### config.mk
export PLATFORM = sky130hd
export DESIGN_NAME = instruction_fetch
export DESIGN_NICKNAME = d
export VERILOG_FILES = /design/src/rtl/fetch_pkg.sv /design/src/rtl/instruction_fetch.sv
export SDC_FILE = /design/constraint.sdc
export NUM_CORES = 1
export LEC_CHECK = 0
export CAP_MARGIN = 20
export CORE_MARGIN = 2
export CORE_UTILIZATION = 30
export DETAILED_ROUTE_END_ITERATION = 8
export PLACE_DENSITY = 0.62
export SLEW_MARGIN = 20
export SYNTH_ARGS = -nofsm -noshare
export SYNTH_HDL_FRONTEND = slang
export SYNTH_SLANG_ARGS = --single-unit
### constraint.sdc
create_clock -name clk -period 3 [get_ports clk]
set_input_delay 0.6 -clock clk [delete_from_list [all_inputs] [get_ports clk]]
set_output_delay 0.6 -clock clk [all_outputs]
set_load 0.01 [all_outputs]
### src/rtl/fetch_pkg.sv
// Shared types and default widths for the instruction fetch stage.
package fetch_pkg;

    localparam int unsigned IMEM_ADDR_W = 12;
    localparam int unsigned INSTR_W     = 9;

    typedef enum logic [1:0] {
        IDLE  = 2'd0,
        WAIT  = 2'd1,
        HOLD  = 2'd2,
        FAULT = 2'd3
    } fetch_state_t;

endpackage

### src/rtl/instruction_fetch.sv
// Fetch stage: issues synchronous imem reads for the current PC and hands
// each instruction with its PC to decode over valid/ready.
module instruction_fetch
    import fetch_pkg::*;
#(
    parameter int unsigned ADDR_W  = fetch_pkg::IMEM_ADDR_W,
    parameter int unsigned INSTR_W = fetch_pkg::INSTR_W
) (
    input  logic               clk,
    input  logic               reset,
    input  logic [31:0]        pc_in,
    input  logic               pc_valid,
    input  logic               redirect,
    output logic               imem_rd_en,
    output logic [ADDR_W-1:0]  imem_addr,
    input  logic [INSTR_W-1:0] imem_rdata,
    output logic [INSTR_W-1:0] instr_out,
    output logic [31:0]        instr_pc,
    output logic               instr_valid,
    input  logic               instr_ready,
    output logic               pc_advance,
    output logic               fetch_fault
);

    fetch_state_t state, state_next;
    logic [31:0]  req_pc;

    logic in_range;
    logic req_ok;
    logic take;
    logic issue;
    logic fault;

    // A new PC may be consumed from IDLE or on the HOLD hand-off cycle.
    assign in_range = (pc_in[31:ADDR_W] == '0);
    assign req_ok   = pc_valid & ~redirect;
    assign take     = (state == IDLE) | ((state == HOLD) & instr_ready & ~redirect);
    assign issue    = take & req_ok & in_range;
    assign fault    = take & req_ok & ~in_range;

    assign imem_rd_en  = issue;
    assign pc_advance  = issue;
    assign imem_addr   = pc_in[ADDR_W-1:0];
    assign instr_valid = (state == HOLD) & ~redirect;
    assign fetch_fault = (state == FAULT);

    // Next-state logic.
    always_comb begin
        state_next = state;
        case (state)
            IDLE: begin
                if (issue)      state_next = WAIT;
                else if (fault) state_next = FAULT;
            end
            WAIT: begin
                if (redirect) state_next = IDLE;
                else          state_next = HOLD;
            end
            HOLD: begin
                if (redirect)         state_next = IDLE;
                else if (instr_ready) begin
                    if (issue)      state_next = WAIT;
                    else if (fault) state_next = FAULT;
                    else            state_next = IDLE;
                end
            end
            FAULT:   state_next = FAULT;
            default: state_next = IDLE;
        endcase
    end

    always_ff @(posedge clk or posedge reset) begin
        if (reset) begin
            state <= IDLE;
        end else begin
            state <= state_next;
        end
    end

    // Request PC and output payload; data is captured only on a surviving WAIT.
    always_ff @(posedge clk or posedge reset) begin
        if (reset) begin
            req_pc    <= '0;
            instr_out <= '0;
            instr_pc  <= '0;
        end else begin
            if (issue) begin
                req_pc <= pc_in;
            end
            if ((state == WAIT) && !redirect) begin
                instr_out <= imem_rdata;
                instr_pc  <= req_pc;
            end
        end
    end

endmodule

Word-level counts from Yosys, hierarchy flattened. Index checks and enable logic that the tools add are counted.

RAM bits: 0. Memories: 0. Memory bits (read-only): 0. Output and inout port bits: 57. Bits in latches: 0. Flip-flop bits (word level): 75. Bits of input ports: 46.

Order comparisons: 0. Shift operators: 0. Div/mod/pow operators: 0. Eq/ne operators: 5. Reductions and logical operators: 5. Multipliers: 0. Multiplexer cells: 8. $add $sub $neg: 0. Bitwise gates (word level): 10.

Operator list (count): $logic_not A20 Y1 (1); $mux W2 (7); $pmux W2 S4 (1); $and A1 B1 Y1 (7); $ne A3 B3 Y1 const B (2); $eq A2 B2 Y1 const B (2); $eq A2 B1 Y1 const B (1); $logic_not A2 Y1 (1); $not A1 Y1 (2); $reduce_and A2 Y1 (1); $logic_and A1 B1 Y1 (1); $logic_not A1 Y1 (1); $or A1 B1 Y1 (1).

Logic depth before layout (Yosys ltp). Gate-level depths: netlist (run 1).

Depth after elaboration: 11. Gate-level depth with buffers: 5. Gate-level depth less buffers: 4.

Worst setup path before layout (run 1). Ideal clock, no wire load.

Path type: input port to output port. From: input port pc_in[15]. To: output port pc_advance. Required time: 2.400 ns. Path buffers: 2. Path slack: 0.704 ns. Cell stages on the path: 5. Arrival time: 1.696 ns. Cells stage by stage: nor4_1 -> nand3_1 -> nor3_4 -> buf_2 -> buf_4.

Cells in the longest elaborated chain, start to end: 2.

RTL lines: start: declaration (line instruction_fetch.sv:11) `input logic [31:0] pc_in,`; $logic_not A20 Y1 (line instruction_fetch.sv:35) `assign in_range = (pc_in[31:ADDR_W] == '0);`; $and A1 B1 Y1 (line instruction_fetch.sv:38) `assign issue = take & req_ok & in_range;`; end: declaration (line instruction_fetch.sv:21) `output logic pc_advance,`.

No other way between the ends.

Worst setup path in the final report (run 1).
From: input port pc_in[12]. To: output port pc_advance.

The elaborated chain is that of the path after synthesis.

==> qor.txt, run 1 <==
Max-slew headroom -> 61.0%
Worst Path Required -> 2.40 ns
Max-cap violations -> 0
Worst path top cell family by delay -> simple AND/OR/NAND/NOR gates
Netlist cell types -> 18
Clk sink count -> 75
Pwr/cell area -> 572 nW/um2
Fin. max-slew vios -> 0
Ys Warns -> 0
Worst path cell trace -> clkdlybuf4s50_1 > nor4_1 > nand3_2 > nor3_4 > dlymetal6s2s_1
Vias in the first global route -> 1963
Final HPWL DP -> 4020 um
Layout Cells excl Fill -> 425
GRT Total Usage -> 12.2%
Status -> finished, final reports clean
Seq cells post-synth -> 75
# diodes -> 0
Design Power -> 2.45 mW
Ports -> 103
Max stage delay cell, worst path -> clkdlybuf4s50_1
Area grow syn2layout -> 49.0%
Worst-Skew Late Latency -> 0.34 ns
Pleak -> 2.04 nW
R2r endpoint -> req_pc[11]$_DFFE_PP0N_
Clock Skews -> 0.00377 ns
Gr ovfl total -> 0
Number of cell rows -> 35
First-pass DRT Iterations -> 4
Share of total power in the clock network -> 38.0%
Die height -> 102 um
CTS tree -> built
Minimum clock period -> 2.56 ns
Setup crit end -> pc_advance
Input/output buffers -> 102
Worst-Margin Slew -> 0.585 ns
Drt via density -> 4.22
Pint -> 1.90 mW
Placed Cells incl. Taps -> 407
Register Area -> 1880 um2
Endpoints failing setup -> 0
Max FO, Critical Path -> 3
Crit path buf inv count -> 2
DRC Markers -> 0
Sw Ratio -> 22.1%
Reg2Reg Launch Point -> state[0]$_DFFE_PP0P_
Worst R2R Path Depth -> 7
Comb power frac -> 16.3%
First-pass GRT wire length -> 9650 um
Antenna violations before repair -> 0
Drt initial violations -> 35
Syn Inst Count -> 190
Psw -> 0.541 mW
Clock Tree Buf Depth -> 2
Mapped cell area -> 2870 um2
FILL cells -> 852
Worst VDD drop -> 0.287 mV
Syn_nets -> 236
Unrepaired setup endpoints after global routing -> no
Cts bufs inserted -> 9
Max Freq -> 391 MHz
Routed vias -> 1795
Initial core utilization -> 31.1%
CTS root buf -> clkbuf_8
WL per Instance -> 13.6 um
Critical Path Stages -> 5
Share of post-route cells with drive strength above 1 -> 25.0%
CP startpoint kind -> input port
CP peak stage delay -> 0.40 ns
Hold_ws -> 0.483 ns
Synth Area per Inst -> 15.1 um2
Critical Path Sink Type -> output pin
Die area -> 10400 um2
Crit path DAT -> 1.96 ns
Worst-path clk slew -> 0.07 ns
Detail Route Antenna Nets -> 0
Die outline width -> 102 um
Seq pwr share -> 45.7%
NumNets Final -> 337
Fin crit share -> 85.3%
Area of the multi-input gates -> 877 um2
Critical Path Source -> pc_in[12]
Core footprint -> 9240 um2
Hold Crit Class -> reg -> reg
Final Hold Fails -> 0
RePlAce Congestion -> 0.682
Sequential area share after synthesis -> 65.4%
Final wirelength -> 5790 um
Reg-to-reg slack, setup -> 1.13 ns
Critical path class -> in -> out
H-tree levels -> 3
Pin count of the biggest net entering global routing -> 42
cell type report:
type / instances / share of cell area (%)
Clock buffer: 11 / 3.31
Clock inverter: 5 / 2.34
Tap cell: 129 / 3.78
Inverter: 2 / 0.176
Sequential cell: 75 / 43.9
Multi-Input combinational cell: 93 / 20.5
Timing Repair Buffer: 110 / 26.0
placed cells by master (no fill, tap or decap), drive strengths merged:
| cell type | count |
|---|---|
| and2 | 1 |
| buf | 8 |
| bufinv | 3 |
| clkbuf | 11 |
| clkdlybuf4s50 | 100 |
| clkinv | 2 |
| dfrtp | 75 |
| dlymetal6s2s | 2 |
| inv | 2 |
| mux2 | 53 |
| nand2 | 3 |
| nand2b | 2 |
| nand3 | 2 |
| nor2 | 2 |
| nor2b | 20 |
| nor3 | 1 |
| nor3b | 1 |
| nor4 | 5 |
| o211ai | 1 |
| o21ai | 2 |
how the worst min path moves through the flow:
stage	start	end	slack, ns	cells after the start
after global routing	req_pc[3]$_DFFE_PP0N_	req_pc[3]$_DFFE_PP0N_	0.51	1
after detailed placement	req_pc[1]$_DFFE_PP0N_	req_pc[1]$_DFFE_PP0N_	0.47	1
after floorplan	req_pc[0]$_DFFE_PP0N_	req_pc[0]$_DFFE_PP0N_	0.45	1
after global placement	req_pc[2]$_DFFE_PP0N_	req_pc[2]$_DFFE_PP0N_	0.46	1
after CTS	req_pc[1]$_DFFE_PP0N_	req_pc[1]$_DFFE_PP0N_	0.49	1
final	req_pc[1]$_DFFE_PP0N_	req_pc[1]$_DFFE_PP0N_	0.48	1
metal layers:
layer | wire length, um | share of wire (%) | global-route usage, % | vias to the layer above
li1 | - | - | - | 836
met1 | 2460 | 43 | 15.4 | 892
met2 | 2890 | 50 | 19.1 | 56
met3 | 353 | 6.1 | 4.45 | 11
met4 | 86 | 1.5 | 4.82 | 0
met5 | 0 | 0 | 0 | -
power by group through the flow:
stage / Combinational (mW) / Sequential [mW] / Clock (mW)
floorplan: 0.138 / 1.16 / 0
global placement: 0.398 / 1.13 / 0
detailed placement: 0.403 / 1.14 / 0
CTS: 0.404 / 1.12 / 0.965
global route: 0.433 / 1.13 / 1.02
finish: 0.398 / 1.12 / 0.930
cell usage after synthesis:
master | instances | share of area [%]
buf_2 | 6 | 1.0
mux2_1 | 9 | 3.5
dfrtp_1 | 75 | 65
buf_4 | 13 | 3.4
and2_1 | 1 | 0.22
nor2b_1 | 20 | 4.4
nor4_1 | 5 | 1.1
nor3b_2 | 1 | 0.44
nor2_1 | 2 | 0.26
o211ai_1 | 1 | 0.26
nand3_1 | 2 | 0.35
nand2b_1 | 2 | 0.44
inv_1 | 2 | 0.26
nand2_1 | 3 | 0.39
mux2_2 | 44 | 17
o21ai_0 | 2 | 0.35
buf_6 | 1 | 0.39
nor3_4 | 1 | 0.57
logic make-up after synthesis:
group           synth area share [%]
flops                           65.4
mux                             20.8
simple gates                    8.11
buf+inv                         5.10
compound gates                 0.610
sequential cells by signal, summed over array words and instances, names as in the netlist:
signal,count
instr_pc,32
state,2
req_pc,32
instr_out,9
through the flow:
step	area [um2]	setup slack, ns	setup TNS, ns	utilization [%]
CTS	4230	0.0133	0	45.8
finish	4280	0.440	0	46.3
detailed placement	3990	-0.0333	-0.0630	43.2
floorplan	2870	0.490	0	-
global placement	3990	-0.0532	-0.102	43.2
global route	4280	0.320	0	46.3
timing repair:
| item | in CTS | in global routing |
|---|---|---|
| setup endpoints to repair | 2 | 2 |
| cloned | 0 | 0 |
| hold buffers | 0 | 0 |
| resized for setup | 0 | 6 |
| buffers inserted | 0 | 2 |
| pin swaps | 1 | 1 |
(Power assumes the default switching activity.)
==> run 2: changes to the inputs <==
CORE_MARGIN = unset   (was 2)
SKIP_LAST_GASP = 1   (was unset)
==> run 2 against run 1 <==
Utilization is 0.47 points lower. Non-clock buffer count fell by 1. Largest cell class unchanged. Die area is 3.9% lower.
==> qor.txt, run 2 (synthesis results as in run 1) <==
Status -> finished, final reports clean
Crit path DAT -> 2.23 ns
Hold Crit Class -> reg -> reg
FILL cells -> 827
Critical path class -> in -> out
Minimum clock period -> 2.83 ns
Clk sink count -> 75
DRC Markers -> 0
CP peak stage delay -> 0.56 ns
CP most frequent cell -> clkdlybuf4s50_1
First-pass GRT wire length -> 9200 um
Worst-path clk slew -> 0.08 ns
Regs by FF count -> instr_pc x32, req_pc x32, instr_out x9
Core footprint -> 9240 um2
CTS root buf -> clkbuf_8
Max-slew headroom -> 46.9%
Commonest non-fill, non-tap cells in the layout -> clkdlybuf4s50_1 (101), dfrtp_1 (75), mux2_2 (44), nor2b_1 (20), clkbuf_8 (10)
Ports -> 103
Worst path top cell family by delay -> buffers and inverters
Final wirelength -> 5550 um
M1 wire length -> 2470 um
Vias in the first global route -> 1884
Met2 wire length -> 2630 um
Unrepaired setup endpoints after global routing -> no
Worst-Skew Late Latency -> 0.34 ns
Met3 WL -> 357 um
CTS tree -> built
Max FO, Critical Path -> 3
Worst VDD drop -> 0.235 mV
Max-cap violations -> 0
Highest routed layer -> met4
Max Freq -> 353 MHz
Drt via density -> 4.25
Pleak -> 2.00 nW
Commonest non-fill, non-tap cell in the layout -> clkdlybuf4s50_1
CP startpoint kind -> input port
Pin count of the biggest net entering global routing -> 42
Max stage delay cell, worst path -> clkdlybuf4s50_1
Routed vias -> 1800
Critical Path Sink Type -> output pin
# diodes -> 0
First-pass DRT Iterations -> 3
Die area -> 9960 um2
Pwr/cell area -> 557 nW/um2
H-tree levels -> 3
Worst path cell trace -> clkdlybuf4s50_1 > nor4_2 > nand2_1 > nor3_4 > clkdlybuf4s50_1
Endpoints failing setup -> 0
Hold_ws -> 0.489 ns
Gr ovfl total -> 0
Fin crit share -> 94.3%
Share of post-route cells with drive strength above 1 -> 23.7%
Input/output buffers -> 102
Worst Path Required -> 2.40 ns
Worst-Margin Slew -> 0.795 ns
Fin Setup TNS -> 0 ns
Drt initial violations -> 15
Initial core utilization -> 31.1%
WL per Instance -> 13.1 um
Clock Tree Buf Depth -> 2
Crit path buf inv count -> 2
Die height -> 99.8 um
Antenna violations before repair -> 0
Die outline width -> 99.8 um
Cts bufs inserted -> 9
RePlAce Congestion -> 0.653
Area grow syn2layout -> 47.4%
GRT Total Usage -> 12.1%
Final Hold Fails -> 0
Clock Skews -> 0.00883 ns
Fin. max-slew vios -> 0
Number of cell rows -> 35
Final HPWL DP -> 3790 um
NumNets Final -> 336
Detail Route Antenna Nets -> 0
[run 2: worst paths after layout]
check                                       from                  endpoint  slack, ns  cells after the start
setup / recovery                       pc_in[27]                imem_rd_en       0.17                      5
max in group asynchronous                  reset  instr_out[4]$_DFFE_PP0P_       1.60                      3
hold reg to reg            req_pc[4]$_DFFE_PP0N_     req_pc[4]$_DFFE_PP0N_       0.49                      1
min in group asynchronous                  reset   instr_pc[3]$_DFFE_PP0P_       0.72                      2
hold / removal             req_pc[4]$_DFFE_PP0N_     req_pc[4]$_DFFE_PP0N_       0.49                      1
setup reg to reg            state[0]$_DFFE_PP0P_     req_pc[8]$_DFFE_PP0N_       1.15                      5
[run 2: metrics by stage]
step,cell area [um2],cells,utilization (%),setup WS [ns],power (mW)
after floorplan,2870,190,-,0.490,1.30
after global placement,3980,406,43.1,0.0171,1.53
after detailed placement,3980,406,43.1,0.0234,1.54
after CTS,4200,422,45.5,0.0249,2.40
after global routing,4230,424,45.8,0.0356,2.48
final,4230,424,45.8,0.171,2.36
[run 2: cell type report]
type | instances | area, um2 | area share (%)
flip-flops and latches | 75 | 1880 | 44.4
clock inverters | 4 | 73.8 | 1.74
multi-input cells | 93 | 866 | 20.5
well taps | 129 | 161 | 3.81
inverters | 2 | 7.51 | 0.177
repair buffers | 109 | 1100 | 26.0
clock buffers | 12 | 145 | 3.43
[run 2: repair_timing]
item,in CTS,in global routing
hold buffers,0,0
endpoints found under the setup margin,0,2
resized for setup,0,3
buffers inserted,0,2
[run 2: layer usage]
| metal | vias to the layer above | track usage [%] |
|---|---|---|
| met5 | - | 0 |
| met4 | 0 | 5.88 |
| met3 | 11 | 4.74 |
| met2 | 62 | 18.8 |
| met1 | 894 | 14.7 |
| li1 | 833 | - |
[run 2: power breakdown]
part | total, mW | internal, mW | leakage, nW | switching (mW)
Combinational | 0.398 | 0.253 | 0.861 | 0.145
Clock | 0.843 | 0.492 | 0.111 | 0.351
Sequential | 1.11 | 1.08 | 1.03 | 0.0371
Total | 2.36 | 1.82 | 2.00 | 0.533
[run 2: worst register-to-register path, delay by kind of cell, from the launching register on]
kind	cells	cell delay [ns]
buffers and inverters	1	0.36
muxes	1	0.41
and+or+nand+nor	3	0.53
DFF	1	0.43
==> run 3: changes to the inputs <==
CORE_MARGIN = 3   (was unset)
==> run 3 against run 2 <==
Utilization down 0.93 points. Combinational power is 2% lower. Count of clock-buffer cells in the layout unchanged. Via count is 0.89% lower. Non-clock buffer count shrank 2. Routed wire length grew 2.6%. Largest power group unchanged. Sequential share of layout area is 0.71 points higher. Global-route usage shrank 0.73 points. Hold slack lost 0.0047 ns. Critical path type unchanged.
==> qor.txt, run 3 (synthesis results as in run 1) <==
Status -> finished, final reports clean
First-pass GRT wire length -> 9880 um
CTS root buf -> clkbuf_8
Ports -> 103
Hold path start -> req_pc[4]$_DFFE_PP0N_
Pleak -> 1.95 nW
Routed vias -> 1784
Max Freq -> 346 MHz
Worst path cell trace -> clkdlybuf4s50_1 > nor4_1 > nand3_1 > nor3_4 > clkdlybuf4s50_1
Antenna violations before repair -> 0
Die height -> 104 um
Final HPWL DP -> 3900 um
Worst-Margin Slew -> 0.402 ns
Worst path top cell family by delay -> buffers and inverters
First-pass DRT Iterations -> 2
DRC Markers -> 0
Clock Tree Buf Depth -> 2
Fin crit share -> 96.4%
RePlAce Congestion -> 0.646
Final wirelength -> 5690 um
Critical Path Sink Type -> output pin
Initial core utilization -> 30.9%
Commonest non-fill, non-tap cells in the layout -> clkdlybuf4s50_1 (102), dfrtp_1 (75), mux2_2 (44), nor2b_1 (20), clkbuf_8 (10)
Max-slew headroom -> 73.2%
Regs by FF count -> instr_pc x32, req_pc x32, instr_out x9
Placed Cells incl. Taps -> 406
Max stage delay cell, worst path -> clkdlybuf4s50_1
Gr ovfl total -> 0
Layout Cells excl Fill -> 422
Final Hold Fails -> 0
Pin count of the biggest net entering global routing -> 76
Crit path buf inv count -> 2
Unrepaired setup endpoints after global routing -> no
Clock Skews -> 0.00681 ns
H-tree levels -> 3
Post-CTS Setup Repair Bufs -> 0
Worst VDD drop -> 0.244 mV
Worst Path Required -> 2.40 ns
Worst-Skew Late Latency -> 0.34 ns
Minimum clock period -> 2.89 ns
Fin. max-slew vios -> 0
Cts bufs inserted -> 9
Worst-path clk slew -> 0.07 ns
# diodes -> 0
Pwr/cell area -> 544 nW/um2
Endpoints failing setup -> 0
Die area -> 10800 um2
Core footprint -> 9280 um2
Reg2Reg Launch Point -> state[0]$_DFFE_PP0P_
Crit path DAT -> 2.29 ns
FILL cells -> 879
Clk sink count -> 75
WL per Instance -> 13.5 um
Drt via density -> 4.23
Critical Path Source -> pc_in[12]
Max FO, Critical Path -> 3
CP most frequent cell -> clkdlybuf4s50_1
Share of post-route cells with drive strength above 1 -> 22.5%
Number of cell rows -> 35
NumNets Final -> 334
Critical path class -> in -> out
Commonest non-fill, non-tap cell in the layout -> clkdlybuf4s50_1
Hold Crit Class -> reg -> reg
Input/output buffers -> 102
Die outline width -> 104 um
Cts hold-fix bufs -> 0
CP peak stage delay -> 0.58 ns
CP startpoint kind -> input port
Vias in the first global route -> 1988
CTS tree -> built
Fin Setup TNS -> 0 ns
Detail Route Antenna Nets -> 0
Max-cap violations -> 0
Area grow syn2layout -> 45.1%
GRT Total Usage -> 11.4%
Cts repair resizes -> 0
Drt initial violations -> 20
run 3: metal layers:
layer	global-route usage, %	part of all wire, %
met1	13.3	43
met2	18.8	50
met3	4.92	6.2
met4	3.70	1.1
met5	0	0
run 3: final timing paths:
kind	end	slack [ns]	cells past startpoint
max in group asynchronous	instr_pc[5]$_DFFE_PP0P_	2.03	3
hold reg to reg	req_pc[4]$_DFFE_PP0N_	0.48	1
setup reg to reg	req_pc[7]$_DFFE_PP0N_	1.12	5
hold / removal	req_pc[4]$_DFFE_PP0N_	0.48	1
min in group asynchronous	instr_out[6]$_DFFE_PP0P_	0.67	3
setup / recovery	pc_advance	0.11	5
run 3: area by class of cell:
class | count | area, um2 | share of cell area (%)
timing repair buffer | 107 | 1070 | 25.7
clock inverter | 4 | 50.0 | 1.20
inverter | 2 | 7.51 | 0.180
multi-input combinational | 93 | 853 | 20.5
tap | 129 | 161 | 3.88
clock buffer | 12 | 145 | 3.48
sequential | 75 | 1880 | 45.1
run 3: worst reg2reg max path: stages, from the launching register on:
cell and delay, ns:
dfrtp_1 0.42, nor2_1 0.12, nand3_1 0.15, nor3_4 0.27, buf_4 0.41, mux2_2 0.40
run 3: metrics by stage:
stage | worst slack [ns] | util (%) | power, mW | hold WS (ns) | area, um2
5_1_grt | 0.0218 | 44.9 | 2.39 | 0.505 | 4170
4_1_cts | 0.0360 | 44.9 | 2.31 | 0.488 | 4170
2_1_floorplan | 0.490 | - | 1.30 | 0.452 | 2870
6_report | 0.107 | 44.9 | 2.26 | 0.484 | 4170
3_5_place_dp | 0.0401 | 42.8 | 1.54 | 0.471 | 3970
3_3_place_gp | 0.0419 | 42.8 | 1.53 | 0.461 | 3970
run 3: power breakdown:
group / switching [mW] / leakage, nW / internal (mW)
combinational: 0.140 / 0.827 / 0.251
clock: 0.354 / 0.0926 / 0.406
sequential: 0.0372 / 1.03 / 1.08
total: 0.530 / 1.95 / 1.73
